File: src/rtl/dataplane_pkg.sv
// Shared definitions for the packet statistics block: register offsets,
// CTRL bit positions and the packet state encoding.
package dataplane_pkg;

  typedef enum logic [1:0] {
    ST_IDLE = 2'd0,
    ST_PASS = 2'd1,
    ST_DROP = 2'd2
  } state_t;

  localparam logic [4:0] OFF_CTRL     = 5'h00;
  localparam logic [4:0] OFF_PKT_CNT  = 5'h04;
  localparam logic [4:0] OFF_BYTE_CNT = 5'h08;
  localparam logic [4:0] OFF_DROP_CNT = 5'h0C;
  localparam logic [4:0] OFF_MAX_LEN  = 5'h10;
  localparam logic [4:0] OFF_STATUS   = 5'h14;

  localparam int unsigned CTRL_ENABLE_BIT = 0;
  localparam int unsigned CTRL_CLEAR_BIT  = 1;

endpackage

File: src/rtl/sat_counter.sv
// Saturating accumulator: adds 'add' when 'inc' is high, sticks at all-ones,
// and returns to zero on reset or clear (clear wins over increment).
module sat_counter #(
  parameter int W = 32
) (
  input  logic         clk,
  input  logic         rst,
  input  logic         clr,
  input  logic         inc,
  input  logic [W-1:0] add,
  output logic [W-1:0] count
);

  logic [W:0] sum;

  // Widened sum so the carry-out flags overflow.
  always_comb begin
    sum = {1'b0, count} + {1'b0, add};
  end

  // Accumulate with saturation; clear has priority.
  always_ff @(posedge clk) begin
    if (rst || clr) begin
      count <= '0;
    end else if (inc) begin
      count <= sum[W] ? '1 : sum[W-1:0];
    end
  end

endmodule

File: src/rtl/pkt_stats.sv
// Packet statistics tap: forwards or drops whole AXI-Stream packets depending
// on CTRL.enable latched at packet start, and keeps saturating counters that
// are readable through a small register window.
module pkt_stats
  import dataplane_pkg::*;
#(
  parameter int          DATA_W    = 32,
  parameter logic [31:0] BASE_ADDR = 32'h0000_0100
) (
  input  logic                clk,
  input  logic                rst,
  input  logic [DATA_W-1:0]   s_tdata,
  input  logic [DATA_W/8-1:0] s_tkeep,
  input  logic                s_tlast,
  input  logic                s_tvalid,
  output logic                s_tready,
  output logic [DATA_W-1:0]   m_tdata,
  output logic [DATA_W/8-1:0] m_tkeep,
  output logic                m_tlast,
  output logic                m_tvalid,
  input  logic                m_tready,
  input  logic [31:0]         waddr,
  input  logic [31:0]         wdata,
  input  logic                we,
  output logic                wdone,
  input  logic [31:0]         raddr,
  input  logic                re,
  output logic [31:0]         rdata,
  output logic                rdone
);

  localparam int KEEP_W = DATA_W / 8;

  state_t      state;
  logic        enable;
  logic        fwd_mode;
  logic        accepted;
  logic        fwd_beat;
  logic        drop_beat;
  logic        wr_ctrl;
  logic        clear;
  logic [31:0] beat_bytes;
  logic [31:0] pkt_cnt;
  logic [31:0] byte_cnt;
  logic [31:0] drop_cnt;
  logic [31:0] cur_len;
  logic [31:0] max_len;
  logic [32:0] len_sum;
  logic [31:0] len_total;
  logic [31:0] rd_val;
  logic        unused_wdata;

  assign unused_wdata = ^wdata[31:2];

  // A packet in progress keeps its decision; at IDLE the live enable decides.
  always_comb begin
    fwd_mode  = (state == ST_PASS) || ((state == ST_IDLE) && enable);
    m_tdata   = s_tdata;
    m_tkeep   = s_tkeep;
    m_tlast   = s_tlast;
    m_tvalid  = s_tvalid && fwd_mode;
    s_tready  = fwd_mode ? m_tready : 1'b1;
    accepted  = s_tvalid && s_tready;
    fwd_beat  = accepted && fwd_mode;
    drop_beat = accepted && !fwd_mode;
    wr_ctrl   = we && (waddr[31:5] == BASE_ADDR[31:5]) && (waddr[4:0] == OFF_CTRL);
    clear     = wr_ctrl && wdata[CTRL_CLEAR_BIT];
  end

  // Byte count of the beat: tkeep bits need not be contiguous.
  always_comb begin
    beat_bytes = '0;
    for (int unsigned i = 0; i < KEEP_W; i++) begin
      beat_bytes = beat_bytes + 32'(s_tkeep[i]);
    end
  end

  // Packet length including the current beat, saturated.
  always_comb begin
    len_sum   = {1'b0, cur_len} + {1'b0, beat_bytes};
    len_total = len_sum[32] ? '1 : len_sum[31:0];
  end

  // Packet state machine; advances only on accepted beats.
  always_ff @(posedge clk) begin
    if (rst) begin
      state <= ST_IDLE;
    end else if (accepted) begin
      if (s_tlast) begin
        state <= ST_IDLE;
      end else if (state == ST_IDLE) begin
        state <= enable ? ST_PASS : ST_DROP;
      end
    end
  end

  // CTRL register: enable is stored, clear is a write-one pulse.
  always_ff @(posedge clk) begin
    if (rst) begin
      enable <= 1'b0;
    end else if (wr_ctrl) begin
      enable <= wdata[CTRL_ENABLE_BIT];
    end
  end

  sat_counter #(.W(32)) u_pkt_cnt (
    .clk(clk), .rst(rst), .clr(clear), .inc(fwd_beat && s_tlast),
    .add(32'd1), .count(pkt_cnt)
  );

  sat_counter #(.W(32)) u_byte_cnt (
    .clk(clk), .rst(rst), .clr(clear), .inc(fwd_beat),
    .add(beat_bytes), .count(byte_cnt)
  );

  sat_counter #(.W(32)) u_drop_cnt (
    .clk(clk), .rst(rst), .clr(clear), .inc(drop_beat && s_tlast),
    .add(32'd1), .count(drop_cnt)
  );

  // Running length restarts after each forwarded tlast beat.
  sat_counter #(.W(32)) u_cur_len (
    .clk(clk), .rst(rst), .clr(clear || (fwd_beat && s_tlast)), .inc(fwd_beat),
    .add(beat_bytes), .count(cur_len)
  );

  // Longest forwarded packet seen since reset or clear.
  always_ff @(posedge clk) begin
    if (rst || clear) begin
      max_len <= '0;
    end else if (fwd_beat && s_tlast && (len_total > max_len)) begin
      max_len <= len_total;
    end
  end

  // Read mux over the current (pre-update) register values.
  always_comb begin
    rd_val = '0;
    if (raddr[31:5] == BASE_ADDR[31:5]) begin
      case (raddr[4:0])
        OFF_CTRL:     rd_val = {31'd0, enable};
        OFF_PKT_CNT:  rd_val = pkt_cnt;
        OFF_BYTE_CNT: rd_val = byte_cnt;
        OFF_DROP_CNT: rd_val = drop_cnt;
        OFF_MAX_LEN:  rd_val = max_len;
        OFF_STATUS:   rd_val = {30'd0, state};
        default:      rd_val = '0;
      endcase
    end
  end

  // Register-bus handshakes; rdata holds between reads.
  always_ff @(posedge clk) begin
    if (rst) begin
      wdone <= 1'b0;
      rdone <= 1'b0;
      rdata <= '0;
    end else begin
      wdone <= we;
      rdone <= re;
      if (re) begin
        rdata <= rd_val;
      end
    end
  end

endmodule

File: config.mk
export PLATFORM = sky130hd
export DESIGN_NAME = pkt_stats
export DESIGN_NICKNAME = d
export VERILOG_FILES = /design/src/rtl/dataplane_pkg.sv /design/src/rtl/sat_counter.sv /design/src/rtl/pkt_stats.sv
export SDC_FILE = /design/constraint.sdc
export NUM_CORES = 1
export LEC_CHECK = 0
export CAP_MARGIN = 30
export CORE_UTILIZATION = 55
export DETAILED_ROUTE_END_ITERATION = 8
export HOLD_SLACK_MARGIN = 0.02
export PLACE_DENSITY = 0.88
export SLEW_MARGIN = 15
export SYNTH_ARGS = -nofsm -noshare
export SYNTH_HDL_FRONTEND = slang
export SYNTH_HIERARCHICAL = 1
export SYNTH_SLANG_ARGS = --single-unit
File: constraint.sdc
create_clock -name clk -period 6.8 [get_ports clk]
set_input_delay 1.7 -clock clk [delete_from_list [all_inputs] [get_ports clk]]
set_output_delay 1.7 -clock clk [all_outputs]
set_load 0.02 [all_outputs]
# Word-level counts from Yosys, hierarchy flattened
# Index checks and enable logic that the tools add are counted.
# totals
word_cells,57
in_bits,139
output_inout_bits,73
ff_bits,197
# op_classes
add_sub_neg,7
order_cmp,1
eq_ne,8
n_mux,10
n_reduce_logical,21
# op_table
operator,n
$pmux 32 s6,1
$mux 32,5
$add 32x1->33 const B,2
$add 32x4->33,2
$eq 27x4->1 const B,2
$gt 32x32->1,1
$logic_and 1x1->1,11
$eq 5x4->1 const B,2
$eq 5x5->1 const B,2
$logic_not 5->1,2
$mux 2,3
$eq 5x3->1 const B,1
$add 3x1->4,1
$logic_or 1x1->1,4
$add 2x1->3,1
$add 1x1->2,1
$eq 2x1->1 const B,1
$logic_not 2->1,1
$reduce_and 2->1,1
$reduce_bool 2->1,1
$logic_not 1->1,1
$mux 1,1

# Longest topological paths before layout
# logic_depth
ltp_word,9
mapped_depth,20
ltp_nobuf,19

# Cells and area by module
# Netlist, hierarchy kept.
# by_module_without_submodules
module,n_inst,cells_each,seq_area_each_um2,area_per_inst_um2
sat_counter (u_byte_cnt ...),2,344,640.6,2810.2
pkt_stats,1,714,1381.3,5580.4
sat_counter (u_drop_cnt ...),2,318,640.6,2583.7

# Worst setup path after synthesis
# Ideal clock, no wire load.
# synth_path
kind,input to register
from,input s_tkeep[0]
to,register max_len[10]
setup_slack_ns,0.404
path_stages,19
path_buffers,1
t_arrival_ns,6.317
setup_ns,0.079
required_ns,6.721
cell_sequence,inv_1 -> fa_1 -> inv_1 -> ha_1 -> ha_1 -> inv_1 -> fa_1 -> nor2b_1 -> o211ai_1 -> nor3_1 -> mux2_2 -> ha_1 -> a211oi_1 -> a211oi_1 -> o31a_1 -> o41ai_4 -> buf_4 -> a21oi_1 -> a211oi_2
# synth_via
elab_chain_len,7
# synth_lines
item,line_no,source
"start, declared",pkt_stats.sv:13,"input logic [DATA_W/8-1:0] s_tkeep,"
$add 1x1->2,pkt_stats.sv:74,beat_bytes = beat_bytes + 32'(s_tkeep[i]);
$add 2x1->3,pkt_stats.sv:74,
$add 3x1->4,pkt_stats.sv:74,
named net beat_bytes[1],pkt_stats.sv:42,logic [31:0] beat_bytes;
$add 32x4->33,pkt_stats.sv:80,"len_sum = {1'b0, cur_len} + {1'b0, beat_bytes};"
$mux 32,pkt_stats.sv:81,len_total = len_sum[32] ? '1 : len_sum[31:0];
named net len_total[18],pkt_stats.sv:49,logic [31:0] len_total;
$gt 32x32->1,pkt_stats.sv:131,end else if (fwd_beat && s_tlast && (len_total > max_len)) begin
$logic_and 1x1->1,pkt_stats.sv:131,
"end signal, assigned",pkt_stats.sv:132,max_len <= len_total;
"end, declared",pkt_stats.sv:47,logic [31:0] max_len;
# The timed path passes the listed nets, and every way through them passes these cells.
# A chain may end at the register's enable or synchronous reset.

# Worst setup path in the final report
# layout_path
from,input s_tkeep[0]
to,register max_len[1]
# The elaborated chain is that of the path after synthesis.

==> results.py <==
metrics = {
    "routing": {
        "wire_per_inst_um": 18.0,
        "vias": 16400,
        "via_per_inst": 6.31,
        "drcViolationCount": 0,
        "first_pass_iters": 5,
        "routed_wl_mm": 46.9,
        "drtIter0Drc": 1309,
        "drtAntennaViolNets": 0,
    },
    "floorplanning": {
        "rows": 62,
        "die_h_um": 175,
        "die_width_um": 175,
        "die_area_um2": 30500,
        "core_area_um2": 29000,
        "start_util": 0.564,
        "pin_count": 212,
    },
    "placement": {
        "dpl.hpwl_mm": 35.0,
        "place_inst": 2570,
        "io_buffer_count": 117,
        "pre_cts_ws_ps": -283,
        "gpl.final_weighted_congestion": 0.993,
    },
    "sta": {
        "period_minus_slack_ps": 6570,
        "fin_ws_ps": 229,
        "setup_viol": 0,
        "relSlewSlack": 0.483,
        "finalCritPeriodShare": 0.966,
        "fmax_ghz": 0.152,
        "slew_violations": 0,
        "worst_pin_slew_ps": 776,
        "fin_worst_skew_ps": 17.2,
        "hold_violations": 0,
    },
    "power_and_ir_drop": {
        "p_sw_uw": 779,
        "p_leak_uw": 0.00807,
        "netSwitchingFraction": 0.295,
        "p_int_uw": 1860,
        "p_per_area_nw_per_um2": 141,
        "p_clk_frac": 0.377,
        "comb_power_share": 0.175,
        "seqPwrFrac": 0.449,
        "ir_drop_mv": 0.167,
    },
    "global_route": {
        "gr-total-overflow": 0,
        "grt_pass1_wl_mm": 75.5,
        "grt_max_degree": 46,
        "antenna_found_initial": 0,
        "grt.total_usage": 0.299,
        "grt_pass1_vias": 15600,
    },
    "synth": {
        "synth_top_area_cell": "dfxtp_1",
        "synth.most_common_cell": "a21oi_1",
        "synth.avg_cell_area_um2": 8.03,
        "ys_seq_area_frac": 0.241,
        "synth_top_area_frac": 0.241,
        "ys.flop_type": "dfxtp_1",
        "synthTopCellsByCount": "a21oi_1 (307), o21ai_0 (200), dfxtp_1 (197)",
        "synthTopCellsByArea": "dfxtp_1 (24%), ha_1 (13%), a21oi_1 (9.4%)",
        "ys_types": 89,
        "syn-cell-area_um2": 16400,
        "synth_enable_flop_cells": 0,
        "ys.warnings.count": 6,
        "ys_ff_latch": 197,
        "async_flop_share": 0,
        "syn_inst": 2038,
    },
    "min_path": {
        "hp-class": "flop to flop",
    },
    "cts": {
        "cts_buffers": 17,
        "cts_tree": "yes",
        "path_clk_slew_ps": 70,
        "cts-root-buf": "clkbuf_16",
        "insertion_delay_ps": 450,
        "cts_sinks": 197,
        "cts_buffer_depth": 2,
        "h-tree-depth": 4,
        "cts_resized": 0,
        "cts_setup_buffers": 0,
        "holdBufCountCts": 0,
    },
    "final_layout": {
        "syn_to_final_growth_pct": 14.5,
        "nets": 2517,
        "drive_gt1_frac": 0.0653,
        "finalNonFillerCells": 2604,
        "diodes": 0,
    },
    "worst_setup_path": {
        "endpoint_kind": "flop",
        "cp-startpoint": "s_tkeep[0]",
        "reg2reg_slack_ps": 2550,
        "reg2reg_to": "max_len[1]",
        "critPathMaxStageDelay_ps": 530,
        "worstSetupStartpointType": "input port",
        "worst_path_max_delay_cell": "fa_1",
        "crit_required_ps": 7150,
        "crit_type": "input port to flop",
        "reg2regPathDepth": 16,
        "crit_arrival_ps": 6920,
        "cp_max_fo": 12,
        "path_cells": "clkdlybuf4s50_1, inv_1, fa_1, inv_1, ha_1, ha_1, inv_1, fa_1, nor2b_1, buf_4, o21ai_0, nor4_1, mux2_2, ha_1, nand4_1, nor4_1, nor3b_2, o31a_1, nor2_1, buf_4, a211oi_1",
        "worstSetupEndpoint": "max_len[1]",
        "r2r-start": "u_cur_len/count[0]",
    },
    "job": {
        "max-cap-violations": 0,
    },
    "run_status": {
        "status": "complete, no violations",
    },
}
critical path, delay by kind of cell:
| family | cells | cell delay (ps) |
|---|---|---|
| AND/OR/NAND/NOR | 6 | 1450 |
| AO/OA/AOI/OAI | 3 | 670 |
| adder cells (fa/ha/maj) | 5 | 1710 |
| buffers and inverters | 6 | 970 |
| multiplexers | 1 | 410 |
power groups by stage:
stage | clock network [uW] | logic (uW) | registers, uW
2_1_floorplan | 0 | 344 | 1210
6_report | 995 | 462 | 1190
4_1_cts | 998 | 440 | 1180
3_3_place_gp | 0 | 424 | 1210
3_5_place_dp | 0 | 437 | 1210
5_1_grt | 1040 | 505 | 1190
sequential cells by signal (all words and copies together) (netlist names), 2 cells and up:
register,count
max_len,32
u_cur_len/count,32
u_pkt_cnt/count,32
u_drop_cnt/count,32
rdata,32
state,2
u_byte_cnt/count,32
layout by cell type, fill, tap and decap left out, types with 17 or more instances in the layout:
| cell type | instances |
|---|---|
| o21ai_0 | 199 |
| a22o_1 | 30 |
| nor2_1 | 94 |
| xnor2_1 | 56 |
| ha_1 | 165 |
| nand4_1 | 45 |
| inv_1 | 67 |
| xor2_1 | 64 |
| clkbuf_16 | 18 |
| a31oi_1 | 21 |
| a221o_1 | 33 |
| buf_4 | 47 |
| nand2_1 | 98 |
| clkdlybuf4s50_1 | 117 |
| nor2b_1 | 49 |
| a211oi_1 | 26 |
| a21o_1 | 58 |
| nor4_1 | 22 |
| a21oi_1 | 307 |
| nand3_1 | 62 |
| or3_1 | 17 |
| dfxtp_1 | 197 |
| conb_1 | 124 |
| and3_1 | 22 |
layout make-up:
type	instances	area, um^2
well taps	384	480
fillers	2404	10300
inverters	67	251
flip-flops and latches	197	3940
clock buffers	19	453
repair buffers	169	1620
multi-input cells	1755	11900
clock inverters	13	108
per-layer routing:
layer,vias up,global-route usage,routed length [um],part of all wire
li1,7882,-,-,-
met1,7806,0.359,19800,0.42
met2,639,0.543,23400,0.50
met3,116,0.0354,2490,0.053
met4,0,0.111,1240,0.026
met5,-,0,0,0
how the worst min path moves through the flow:
stage,start,end,depth (start not counted),slack (ps)
2_1_floorplan,max_len[14],max_len[14],2,460
3_3_place_gp,max_len[31],max_len[31],2,470
3_5_place_dp,max_len[20],max_len[20],2,480
4_1_cts,max_len[20],max_len[20],2,490
5_1_grt,max_len[14],max_len[14],2,520
6_report,max_len[14],max_len[14],2,490
logic make-up after synthesis:
kind of cell	synth area share
AOI/OAI and AO/OA	0.334
xor gates and xnor gates	0.0642
adders and majority gates	0.133
buffers and inverters	0.0624
DFF	0.241
muxes	0.00604
other	0.000459
and+or+nand+nor	0.158
through the flow:
step | power, uW | hold WS, ps | cell area (um^2) | setup TNS [ps] | util
after global routing | 2740 | 519 | 18700 | -420 | 0.646
after CTS | 2620 | 488 | 18700 | 0 | 0.644
after detailed placement | 1650 | 476 | 18100 | -6700 | 0.625
after global placement | 1630 | 470 | 18100 | -1790 | 0.625
final | 2640 | 489 | 18700 | 0 | 0.646
after floorplan | 1550 | 456 | 16800 | 0 | -
Power figures use the tool's default switching activity.
